===== src/rtl/count_monitor.sv =====
// count_monitor: watches a 4-bit up counter, keeps a saturating wrap tally and
// queues match/wrap/error events in a 2-entry valid/ready FIFO.
// Optional feature: define COUNT_MONITOR_SEQ_CHECK_EN for sequence-error detection.
module count_monitor #(
  parameter logic [3:0] CMP_INIT = 4'd15,
  parameter int         WRAP_W   = 8
) (
  input  logic              clk,
  input  logic              reset,
  input  logic [3:0]        count_in,
  input  logic [3:0]        cmp_in,
  input  logic              cmp_valid,
  output logic              cmp_ready,
  output logic              evt_valid,
  input  logic              evt_ready,
  output logic [1:0]        evt_code,
  output logic [WRAP_W-1:0] wrap_count,
  output logic              err_sticky,
  output logic              evt_ovf
);

  localparam logic [1:0] CODE_MATCH = 2'b00;
  localparam logic [1:0] CODE_WRAP  = 2'b01;
  localparam logic [1:0] CODE_ERR   = 2'b10;

  typedef enum logic {PRIME, TRACK} state_t;

  state_t     state, state_next;
  logic [3:0] prev;
  logic [3:0] cmp_reg;
  logic [1:0] fifo_mem [2];
  logic       wr_ptr, rd_ptr;
  logic [1:0] fifo_cnt;

  logic       is_stall, is_step, is_wrap, is_err, is_match;
  logic       push, drop, push_ok, pop, fifo_full;
  logic [1:0] push_code;

  assign cmp_ready = ~reset;
  assign evt_valid = (fifo_cnt != 2'd0);
  assign fifo_full = (fifo_cnt == 2'd2);
  assign pop       = evt_valid & evt_ready;
  assign push_ok   = push & (~fifo_full | pop);
  assign evt_code  = evt_valid ? fifo_mem[rd_ptr] : CODE_MATCH;

  // Classify the sample against prev; only the highest-priority event is pushed
  always_comb begin
    state_next = state;
    is_stall   = 1'b0;
    is_step    = 1'b0;
    is_wrap    = 1'b0;
    is_err     = 1'b0;
    is_match   = 1'b0;
    push       = 1'b0;
    push_code  = CODE_MATCH;
    drop       = 1'b0;
    case (state)
      PRIME: state_next = TRACK;
      TRACK: begin
        is_stall = (count_in == prev);
        is_wrap  = (prev == 4'd15) && (count_in == 4'd0);
        is_step  = (prev != 4'd15) && (count_in == prev + 4'd1);
`ifdef COUNT_MONITOR_SEQ_CHECK_EN
        is_err   = ~(is_stall | is_wrap | is_step);
`endif
        is_match = (is_step | is_wrap) && (count_in == cmp_reg);
        if (is_err) begin
          push      = 1'b1;
          push_code = CODE_ERR;
        end else if (is_wrap) begin
          push      = 1'b1;
          push_code = CODE_WRAP;
          drop      = is_match;
        end else if (is_match) begin
          push      = 1'b1;
          push_code = CODE_MATCH;
        end
      end
      default: state_next = PRIME;
    endcase
  end

  always_ff @(posedge clk or posedge reset) begin
    if (reset) begin
      state       <= PRIME;
      prev        <= 4'd0;
      cmp_reg     <= CMP_INIT;
      wrap_count  <= '0;
      evt_ovf     <= 1'b0;
      fifo_mem[0] <= CODE_MATCH;
      fifo_mem[1] <= CODE_MATCH;
      wr_ptr      <= 1'b0;
      rd_ptr      <= 1'b0;
      fifo_cnt    <= 2'd0;
    end else begin
      state <= state_next;
      prev  <= count_in;
      if (cmp_valid && cmp_ready)
        cmp_reg <= cmp_in;
      if (is_wrap && (wrap_count != '1))
        wrap_count <= wrap_count + WRAP_W'(1);
      if (drop || (push && !push_ok))
        evt_ovf <= 1'b1;
      if (push_ok) begin
        fifo_mem[wr_ptr] <= push_code;
        wr_ptr           <= ~wr_ptr;
      end
      if (pop)
        rd_ptr <= ~rd_ptr;
      fifo_cnt <= fifo_cnt + 2'(push_ok) - 2'(pop);
    end
  end

`ifdef COUNT_MONITOR_SEQ_CHECK_EN
  always_ff @(posedge clk or posedge reset) begin
    if (reset)
      err_sticky <= 1'b0;
    else if (is_err)
      err_sticky <= 1'b1;
  end
`else
  assign err_sticky = 1'b0;
`endif

endmodule


===== config.mk =====
export PLATFORM = sky130hd
export DESIGN_NAME = count_monitor
export DESIGN_NICKNAME = d
export VERILOG_FILES = /design/src/rtl/count_monitor.sv
export SDC_FILE = /design/constraint.sdc
export NUM_CORES = 1
export LEC_CHECK = 0
export CORE_UTILIZATION = 49
export CTS_CLUSTER_DIAMETER = 30
export DETAILED_ROUTE_END_ITERATION = 6
export PLACE_DENSITY = 0.87
export SLEW_MARGIN = 20
export SYNTH_ARGS = -nofsm -noshare
export SYNTH_HDL_FRONTEND = slang
export SYNTH_SLANG_ARGS = --single-unit

===== constraint.sdc =====
create_clock -name clk -period 2.5 [get_ports clk]
set_input_delay 0.5 -clock clk [delete_from_list [all_inputs] [get_ports clk]]
set_output_delay 0.5 -clock clk [all_outputs]
set_load 0.05 [all_outputs]

==> results of run 1 <==
[where the power goes]
| group | leakage [uW] | internal, uW | switching [uW] |
|---|---|---|---|
| logic | 0.000344 | 137 | 154 |
| clock network | 0.0000279 | 162 | 118 |
| registers | 0.000302 | 446 | 41.8 |
| total | 0.000674 | 746 | 314 |
[worst max-delay path, cell delays in order]
cell,delay (ns)
sky130_fd_sc_hd__clkdlybuf4s50_1,0.57
sky130_fd_sc_hd__xnor2_1,0.16
sky130_fd_sc_hd__nand4_1,0.21
sky130_fd_sc_hd__nor4_4,0.33
sky130_fd_sc_hd__buf_4,0.16
sky130_fd_sc_hd__nor2_1,0.04
sky130_fd_sc_hd__o21bai_1,0.14
sky130_fd_sc_hd__ha_1,0.18
sky130_fd_sc_hd__xnor2_1,0.14
sky130_fd_sc_hd__xnor2_1,0.14
[final cells by class]
cell class                 count  area [um2]
sequential                    24         606
fill                         170         694
clock inverter                 1        30.0
tap                           28        35.0
multi-input combinational     70         538
timing repair buffer          31         300
clock buffer                   3        22.5
inverter                       2        7.51
[synthesized netlist by cell type]
cell	n
sky130_fd_sc_hd__inv_1	2
sky130_fd_sc_hd__clkbuf_1	1
sky130_fd_sc_hd__o21bai_1	1
sky130_fd_sc_hd__nand2b_1	1
sky130_fd_sc_hd__ha_1	3
sky130_fd_sc_hd__nor2_1	3
sky130_fd_sc_hd__nand3_1	6
sky130_fd_sc_hd__nand2_1	4
sky130_fd_sc_hd__a22o_1	1
sky130_fd_sc_hd__a32o_1	1
sky130_fd_sc_hd__xor2_1	4
sky130_fd_sc_hd__nor4_4	1
sky130_fd_sc_hd__xnor2_1	17
sky130_fd_sc_hd__mux2i_1	1
sky130_fd_sc_hd__nor3_1	1
sky130_fd_sc_hd__dfstp_2	4
sky130_fd_sc_hd__nor2_2	1
sky130_fd_sc_hd__dfrtp_1	20
sky130_fd_sc_hd__and3_1	5
sky130_fd_sc_hd__conb_1	2
sky130_fd_sc_hd__o21ai_0	3
sky130_fd_sc_hd__nor2b_1	2
sky130_fd_sc_hd__mux2_2	5
sky130_fd_sc_hd__nor3_2	1
sky130_fd_sc_hd__nand4b_1	1
sky130_fd_sc_hd__or3b_2	1
sky130_fd_sc_hd__buf_4	2
sky130_fd_sc_hd__nor4_2	1
sky130_fd_sc_hd__nand4_1	3
[cells in the final DEF, fill, tap and decap left out, types with 2 or more instances in the layout]
cell                               n
sky130_fd_sc_hd__ha_1              3
sky130_fd_sc_hd__nor2_1            3
sky130_fd_sc_hd__nand4_1           3
sky130_fd_sc_hd__inv_1             2
sky130_fd_sc_hd__mux2_2            5
sky130_fd_sc_hd__clkdlybuf4s50_1  22
sky130_fd_sc_hd__buf_4             8
sky130_fd_sc_hd__nand2_1           4
sky130_fd_sc_hd__xnor2_1          17
sky130_fd_sc_hd__dfrtp_1          20
sky130_fd_sc_hd__conb_1            3
sky130_fd_sc_hd__o21ai_0           3
sky130_fd_sc_hd__dfstp_2           4
sky130_fd_sc_hd__xor2_1            4
sky130_fd_sc_hd__nand3_1           6
sky130_fd_sc_hd__nor2b_1           2
sky130_fd_sc_hd__clkbuf_4          3
sky130_fd_sc_hd__and3_1            5
[through the flow]
step / utilization [%] / setup TNS [ns]
after floorplan: - / 0
after global placement: 66.6 / 0
after detailed placement: 66.6 / -0.155
after CTS: 68.9 / 0
after global routing: 68.9 / 0
final: 68.9 / 0
[cell families after synthesis]
kind of cell / after synthesis / share of synthesized area [%]
and+or+nand+nor: 31 / 17.0
DFF: 24 / 51.9
xor gates and xnor gates: 21 / 15.8
AOI/OAI and AO/OA: 6 / 3.54
muxes: 6 / 5.69
buffers and inverters: 5 / 2.25
adders and majority gates: 3 / 3.22
other: 2 / 0.644
[routing by layer]
metal,up-vias,track usage [%],routed length (um)
met2,31,34.2,1050
met1,386,22.6,895
met5,-,0,0
met3,5,2.42,103
li1,398,-,-
met4,0,9.72,31
[worst min path at each step]
stage                                   end                     from  cells past startpoint  slack (ns)
finish                  evt_ovf$_DFFE_PP0P_      evt_ovf$_DFFE_PP0P_                      1        0.48
global route            evt_ovf$_DFFE_PP0P_      evt_ovf$_DFFE_PP0P_                      1        0.52
global placement        evt_ovf$_DFFE_PP0P_      evt_ovf$_DFFE_PP0P_                      1        0.45
CTS                     evt_ovf$_DFFE_PP0P_      evt_ovf$_DFFE_PP0P_                      1        0.49
floorplan           fifo_mem[2]$_DFFE_PP0P_  fifo_mem[2]$_DFFE_PP0P_                      1        0.47
detailed placement      evt_ovf$_DFFE_PP0P_      evt_ovf$_DFFE_PP0P_                      1        0.46
==> run summary, run 1 <==
Global routing consumed, over all layers together, 19.3% of the routing resources. Kind of start point of the critical path: an input port. OpenSTA, run right after detailed placement, puts the worst setup slack at -0.155 ns.

Leaving out filler cells and counting taps, the final layout contains 159. The setup check on the worst reg-to-reg path leaves a slack of 0.29 ns. Setup repair after global routing left no endpoint under its margin.

Hold buffer count at CTS: 0. The die covers 0.00258 mm2. The number of gates resized after CTS was 0. The worst hold path belongs to the class flop to flop.

Summed over all layers, the routed wires come to 2080 um. The mapped cell area was 0.00117 mm2; the slew of the pin with the lowest slew margin was 0.505 ns. The final-report hold violation count was 0. The clock arrives with 0.00164 ns of skew. Entering global routing, the biggest net connects 25 pins.

STA classifies the critical path endpoint as a flop. The H-tree level count was 1; the total power after layout was 1060 uW. After layout, the worst setup slack is 0.174 ns. The tree is rooted in a sky130_fd_sc_hd__clkbuf_4.

Of the cells placed in the final design, the portion with a size suffix greater than 1 is 20.6%. The first-pass GRT wire length is 3660 um, and the overflow left after global routing is 0. The repair_antennas step left the layout with diodes totalling 0. Flip-flop count of the largest register, all copies and words added: 8.

By area the synthesized netlist is led by sky130_fd_sc_hd__dfrtp_1, sky130_fd_sc_hd__xnor2_1, sky130_fd_sc_hd__dfstp_2. Clock latency on the worst-skew pair, taken at its later pin, is 0.31 ns. Before antenna repair, the detailed router went through 4 iterations. The number of cells on the worst reg-to-reg path was 10. At the worst endpoint, the arrival time is 2.58 ns. The run gives 0 as the residual DRC count. Count of buffers added by post-CTS timing repair for setup: 0. For the headroom to the max-slew limit, the log shows 66.2%. The flow ran to the end, and the final reports show no timing, DRC or antenna violations. For this run, the number of Yosys warnings is 0.

Clock-pin slew was measured on the worst setup and hold paths at 0.13 ns. Pin placement for this block handled 26 I/O pins. The cell type with the highest aggregate area in the netlist is sky130_fd_sc_hd__dfrtp_1. The congestion estimate from routability-driven global placement came to 0.746.

The final period demand of the worst path was 2.33 ns. In this run the critical register-to-register path is captured at fifo_cnt[1]$_DFF_PP0_. TritonCTS built the clock tree. The number of buffers added on ports came out at 23. The tools report the final instance area as 0.00154 mm2.

The most critical setup path has its startpoint at count_in[2]. The critical path is of the input port to flop type. IR analysis of the VDD net gives a maximum drop of 0.000404 V. In this run the remaining antenna-violating nets after routing total 0. The tools report the synthesized instance count as 98. From synthesis to final layout, the design area changed by 32.0%. The final critical path takes up 93.0% of the cycle. CTS saw 24 sinks.

On the final layout, the worst hold slack is 0.483 ns. Dividing the detail-routed via count by the number of cells gives 5.16. After floorplanning, the core was sized to cover 0.00223 mm2.

Once the floorplan was initialized, standard cells occupied 52.2% of the core. The post-detailed-placement half-perimeter wirelength was 1660 um; the die boundary height was 50.8 um. The run gives 0 as the final count of negative-setup-slack endpoints. Summing the sequential cell areas from Yosys gives 51.9% of the chip area.

For the highest clock frequency the design can meet, the log shows 430 MHz. The buffer levels on the longest clock path came out at 2. The leakage power summed over all cells is 0.000674 uW, and the fraction of synthesized cell area taken by the top area cell type is 42.9%. After detailed placement, the total cell area comes to 0.00149 mm2. At the worst endpoint, the required time is 2.75 ns. The worst register-to-register path begins at prev[0]$_DFF_PP0_. Max-cap violations in this run came to 0. In the final design database the tool counted 147 nets. Once placement completed, the tool counted placed cells totaling 155. The via count of the first global-routing pass was 881; the number of violations reported at the end of detailed-routing iteration 0 was 8.

The floorplan has 17 rows. The initial antenna violation count is 0. The floorplan step set the die width to 50.8 um.

The mean cell area of the mapped netlist came out at 11.9 um2. In this run, CTS created clock tree buffers numbering 3. The tools report the count of final max-slew check failures as 0. The maximum net fanout on the critical path came out at 4.

The capturing element of the worst setup path is fifo_cnt[1]$_DFF_PP0_. The final route contains 820 vias. Synthesis inferred 24 register bits.

For this design the ratio of total power to cell area is 689 mW/mm2. The run gives 29 as the number of different library cells in the post-synthesis netlist. The detailed-route wire length per cell came out at 13.1 um.
Power figures use the tool's default switching activity.
==> inputs of run 2 (changes only) <==
--- a/config.mk
+++ b/config.mk
@@ -5,11 +5,12 @@
 export SDC_FILE = /design/constraint.sdc
 export NUM_CORES = 1
 export LEC_CHECK = 0
-export CORE_UTILIZATION = 49
+export CORE_UTILIZATION = 44
 export CTS_CLUSTER_DIAMETER = 30
 export DETAILED_ROUTE_END_ITERATION = 6
-export PLACE_DENSITY = 0.87
+export PLACE_DENSITY = 0.83
 export SLEW_MARGIN = 20
 export SYNTH_ARGS = -nofsm -noshare
 export SYNTH_HDL_FRONTEND = slang
 export SYNTH_SLANG_ARGS = --single-unit
+export TNS_END_PERCENT = 5
==> constraint.sdc (replaced) <==
create_clock -name clk -period 1.9 [get_ports clk]
set_input_delay 0.38 -clock clk [delete_from_list [all_inputs] [get_ports clk]]
set_output_delay 0.38 -clock clk [all_outputs]
set_load 0.05 [all_outputs]
==> run 2 against run 1 <==
The run now ends with negative setup slack left. Cell area increased by 12%. Combinational power grew 60%. Total power increased by 41%. Critical path type is now flop to flop. Critical endpoint unchanged. Largest power group unchanged.
==> run summary, run 2 (synthesis gave the netlist of run 1 again) <==
The flow ran to the end, but the final reports show violations. The checks that failed: negative setup slack. Number of placed instances with taps included: 163 (+5.2%). The run gives 10 (+2) as the number of violations reported at the end of detailed-routing iteration 0.

The tools report the portion of total power attributed to sequential cells as 43.6% (-2.5 points). The number of buffers added on ports is 23 (unchanged). TritonCTS built the clock tree. For the floorplan row count, the log shows 18 (+1).

The least setup slack across all paths after layout was -0.277 ns (-0.451 ns); the fraction of final layout cells with drive strength greater than 1 was 40.8% (+20 points). The number of sinks driven by the clock tree was 24 (unchanged); the number of antenna repair diodes was 0 (unchanged). The buffer levels on the longest clock path came out at 2 (unchanged).

Derived from the worst setup path, the maximum achievable clock frequency is 459 MHz. Count of pins on the block boundary: 26 (unchanged). The tightest min-delay check is of the input port to flop type. The setup TNS after final layout is -0.825 ns (-0.825 ns), and the overall via count from detail_route is 874 (+6.6%). In the layout the commonest cells are sky130_fd_sc_hd__buf_4, sky130_fd_sc_hd__dfrtp_1, sky130_fd_sc_hd__xnor2_1.

The tools report the total wire length after detailed routing as 2480 um (+19%). Clock tree skew after final layout: 0.00362 ns (+0.00197 ns). The tools report the leakage power summed over all cells as 0.000814 uW (+21%). The slack of the worst reg-to-reg path is -0.28 ns (-0.57 ns), and the area of combinational cells with multiple inputs is 631 um2 (+17%). The routed via count divided by cell count is 5.08 (-1.5%), and the number of cells on the worst reg-to-reg path is 10 (unchanged).

The count of placed standard cells in the final layout, fillers left out came out at 172 (+8.2%). The area of the core region is 0.00250 mm2 (+12%), and the worst slack on hold paths is 0.412 ns (-0.0719 ns). The slew of the pin with the lowest slew margin is 0.499 ns (-0.00613 ns), and the cell area power density is 866 mW/mm2 (+26%). The tools report the final count of negative-setup-slack endpoints as 5 (+5). The iteration count of the initial detailed-routing pass is 4 (unchanged), and the net switching power of the design is 455 uW (+45%). First-pass GRT wire length: 4060 um (+11%).

The die area came out at 0.00286 mm2 (+11%). The run gives 31.2% (+3.7 points) as the proportion of power drawn by combinational gates. The logs give 66.7% (+0.46 points) for the headroom to the max-slew limit and 0.753 (+1.0%) for the routability congestion estimate from global placement.

The total routing resource utilization after global routing is 20.6% (+1.4 points). The post-detailed-placement half-perimeter wirelength is 1810 um (+9.1%), and the die boundary height is 53.5 um (+5.3%). The library cell used most frequently in the layout, excluding fill and tap cells, is sky130_fd_sc_hd__buf_4.

The logs give 1040 uW (+39%) for the internal power and 0 (unchanged) for the remaining number of nets flagged by the antenna check after routing. STA classifies the critical path startpoint as a flop. The run gives 916 (+4.0%) as the via count of the first global-routing pass. The tools report the required time at the worst-slack endpoint as 2.13 ns (-0.62 ns).

After layout, the minimum clock period comes to 2.18 ns. The detailed-route wire length per cell is 14.4 um (+10%). The cell sitting at the root of the clock tree is a sky130_fd_sc_hd__clkbuf_4. For the H-tree level count, the log shows 1 (unchanged). The clock-pin slew of the registers on the worst-case setup and hold paths was 0.14 ns (about the same). The logs give 3 (unchanged) for the CTS buffer count and 1490 uW (+41%) for the total power after layout. For the data arrival time at the worst-slack endpoint, the log shows 2.40 ns (-0.18 ns). The kind of capture point of the worst setup path was a flop. The critical path is of the flop to flop type. The worst hold path stage count was 2 (+1); the area taken by flip-flops and latches was 606 um2 (unchanged). Compared with the post-synthesis result, the final layout area differs by 47.6%.

The initial antenna violation count is 0 (unchanged). The flip-flop count of the largest register, all copies and words added came out at 8 (unchanged). Horizontal die dimension: 53.5 um (+5.3%).

After layout, the worst path uses 115% of the clock period. The run gives 0 (unchanged) as the count of max-cap constraint violations. The run gives 0 (unchanged) as the overflow left after global routing.

The tools report the proportion of power drawn by the clock network as 25.2% (-1.2 points). The number of nets in the layout was 158 (+7.5%). The switching fraction of total power was 30.5% (+0.88 points). The count of final max-slew check failures is 0 (unchanged). The residual DRC count was 0 (unchanged); the clock latency on the worst-skew pair was 0.32 ns (about the same). The final-report hold violation count is 0 (unchanged).

Setup repair after global routing could not meet its margin everywhere. For the pin count of the biggest net entering global routing, the log shows 25 (unchanged). For the starting density of the core, the log shows 46.6% (-5.6 points).

The maximum net fanout on the critical path was 3 (-1). The logs give 176 (+3.5%) for the count of filler cells inserted in the layout and 0.000753 V (+86%) for the largest vdd supply drop.
==> run 2: cell types whose count changed in the layout (fill, tap and decap cells not counted), moves of 2 or more <==
| cell | delta |
|---|---|
| sky130_fd_sc_hd__buf_4 | +17 |
| sky130_fd_sc_hd__xnor2_2 | +2 |
| sky130_fd_sc_hd__o21ai_0 | -2 |
| sky130_fd_sc_hd__xnor2_1 | -3 |
| sky130_fd_sc_hd__dlymetal6s2s_1 | +3 |
| sky130_fd_sc_hd__ha_1 | -2 |
| sky130_fd_sc_hd__clkdlybuf4s50_1 | -14 |
| sky130_fd_sc_hd__buf_6 | +3 |
==> run 2: final timing paths <==
path	to	start
worst max-delay path	fifo_cnt[1]$_DFF_PP0_	prev[1]$_DFF_PP0_
min in group asynchronous	wrap_count[1]$_DFFE_PP0P_	reset
worst min register to register	evt_ovf$_DFFE_PP0P_	evt_ovf$_DFFE_PP0P_
max in group asynchronous	cmp_reg[1]$_DFFE_PP1P_	reset
worst max register to register	fifo_cnt[1]$_DFF_PP0_	prev[1]$_DFF_PP0_
worst min-delay path	prev[3]$_DFF_PP0_	count_in[3]
==> run 2: what timing repair did <==
| action | 4_1_cts | 5_1_grt |
|---|---|---|
| resized for setup | 10 | 13 |
| hold buffers | 0 | 0 |
| buffers inserted | 4 | 1 |
| setup endpoints to repair | 10 | 15 |
| pin swaps | 10 | 3 |
==> run 2: critical path, stage by stage (launching register included) <==
cell	delay, ns
sky130_fd_sc_hd__dfrtp_1	0.44
sky130_fd_sc_hd__ha_4	0.18
sky130_fd_sc_hd__buf_6	0.12
sky130_fd_sc_hd__xnor2_4	0.14
sky130_fd_sc_hd__xnor2_2	0.15
sky130_fd_sc_hd__nor4_4	0.34
sky130_fd_sc_hd__nor3_2	0.08
sky130_fd_sc_hd__o21bai_4	0.17
sky130_fd_sc_hd__ha_2	0.20
sky130_fd_sc_hd__xnor2_2	0.13
sky130_fd_sc_hd__xnor2_1	0.13
==> run 2: layout make-up <==
class,count,area share (%)
inverters,2,0.436
clock inverters,1,1.74
clock buffers,3,1.31
well taps,30,2.18
flip-flops and latches,24,35.2
multi-input cells,70,36.6
repair buffers,42,22.5
==> run 2: power by group through the flow <==
stage	Clock (uW)	Combinational, uW	Sequential, uW
2_1_floorplan	0	258	653
3_3_place_gp	0	382	650
3_5_place_dp	0	400	655
4_1_cts	380	441	650
5_1_grt	407	504	659
6_report	375	466	651
==> run 2: stage by stage <==
| step | setup slack [ns] | utilization [%] | area (um2) |
|---|---|---|---|
| 6_report | -0.277 | 68.9 | 1720 |
| 5_1_grt | -0.382 | 68.9 | 1720 |
| 4_1_cts | -0.305 | 65.8 | 1640 |
| 3_5_place_dp | -0.598 | 60.9 | 1520 |
| 3_3_place_gp | -0.448 | 60.9 | 1520 |
| 2_1_floorplan | -0.183 | - | 1170 |
==> run 2: metal layers <==
metal  up-vias  global-route usage [%]  part of all wire, %
met4         0                    4.39                 0.44
li1        422                       -                    -
met1       436                    22.9                   39
met2        13                    39.2                   58
met3         3                    4.60                  2.2
met5         -                       0                    0
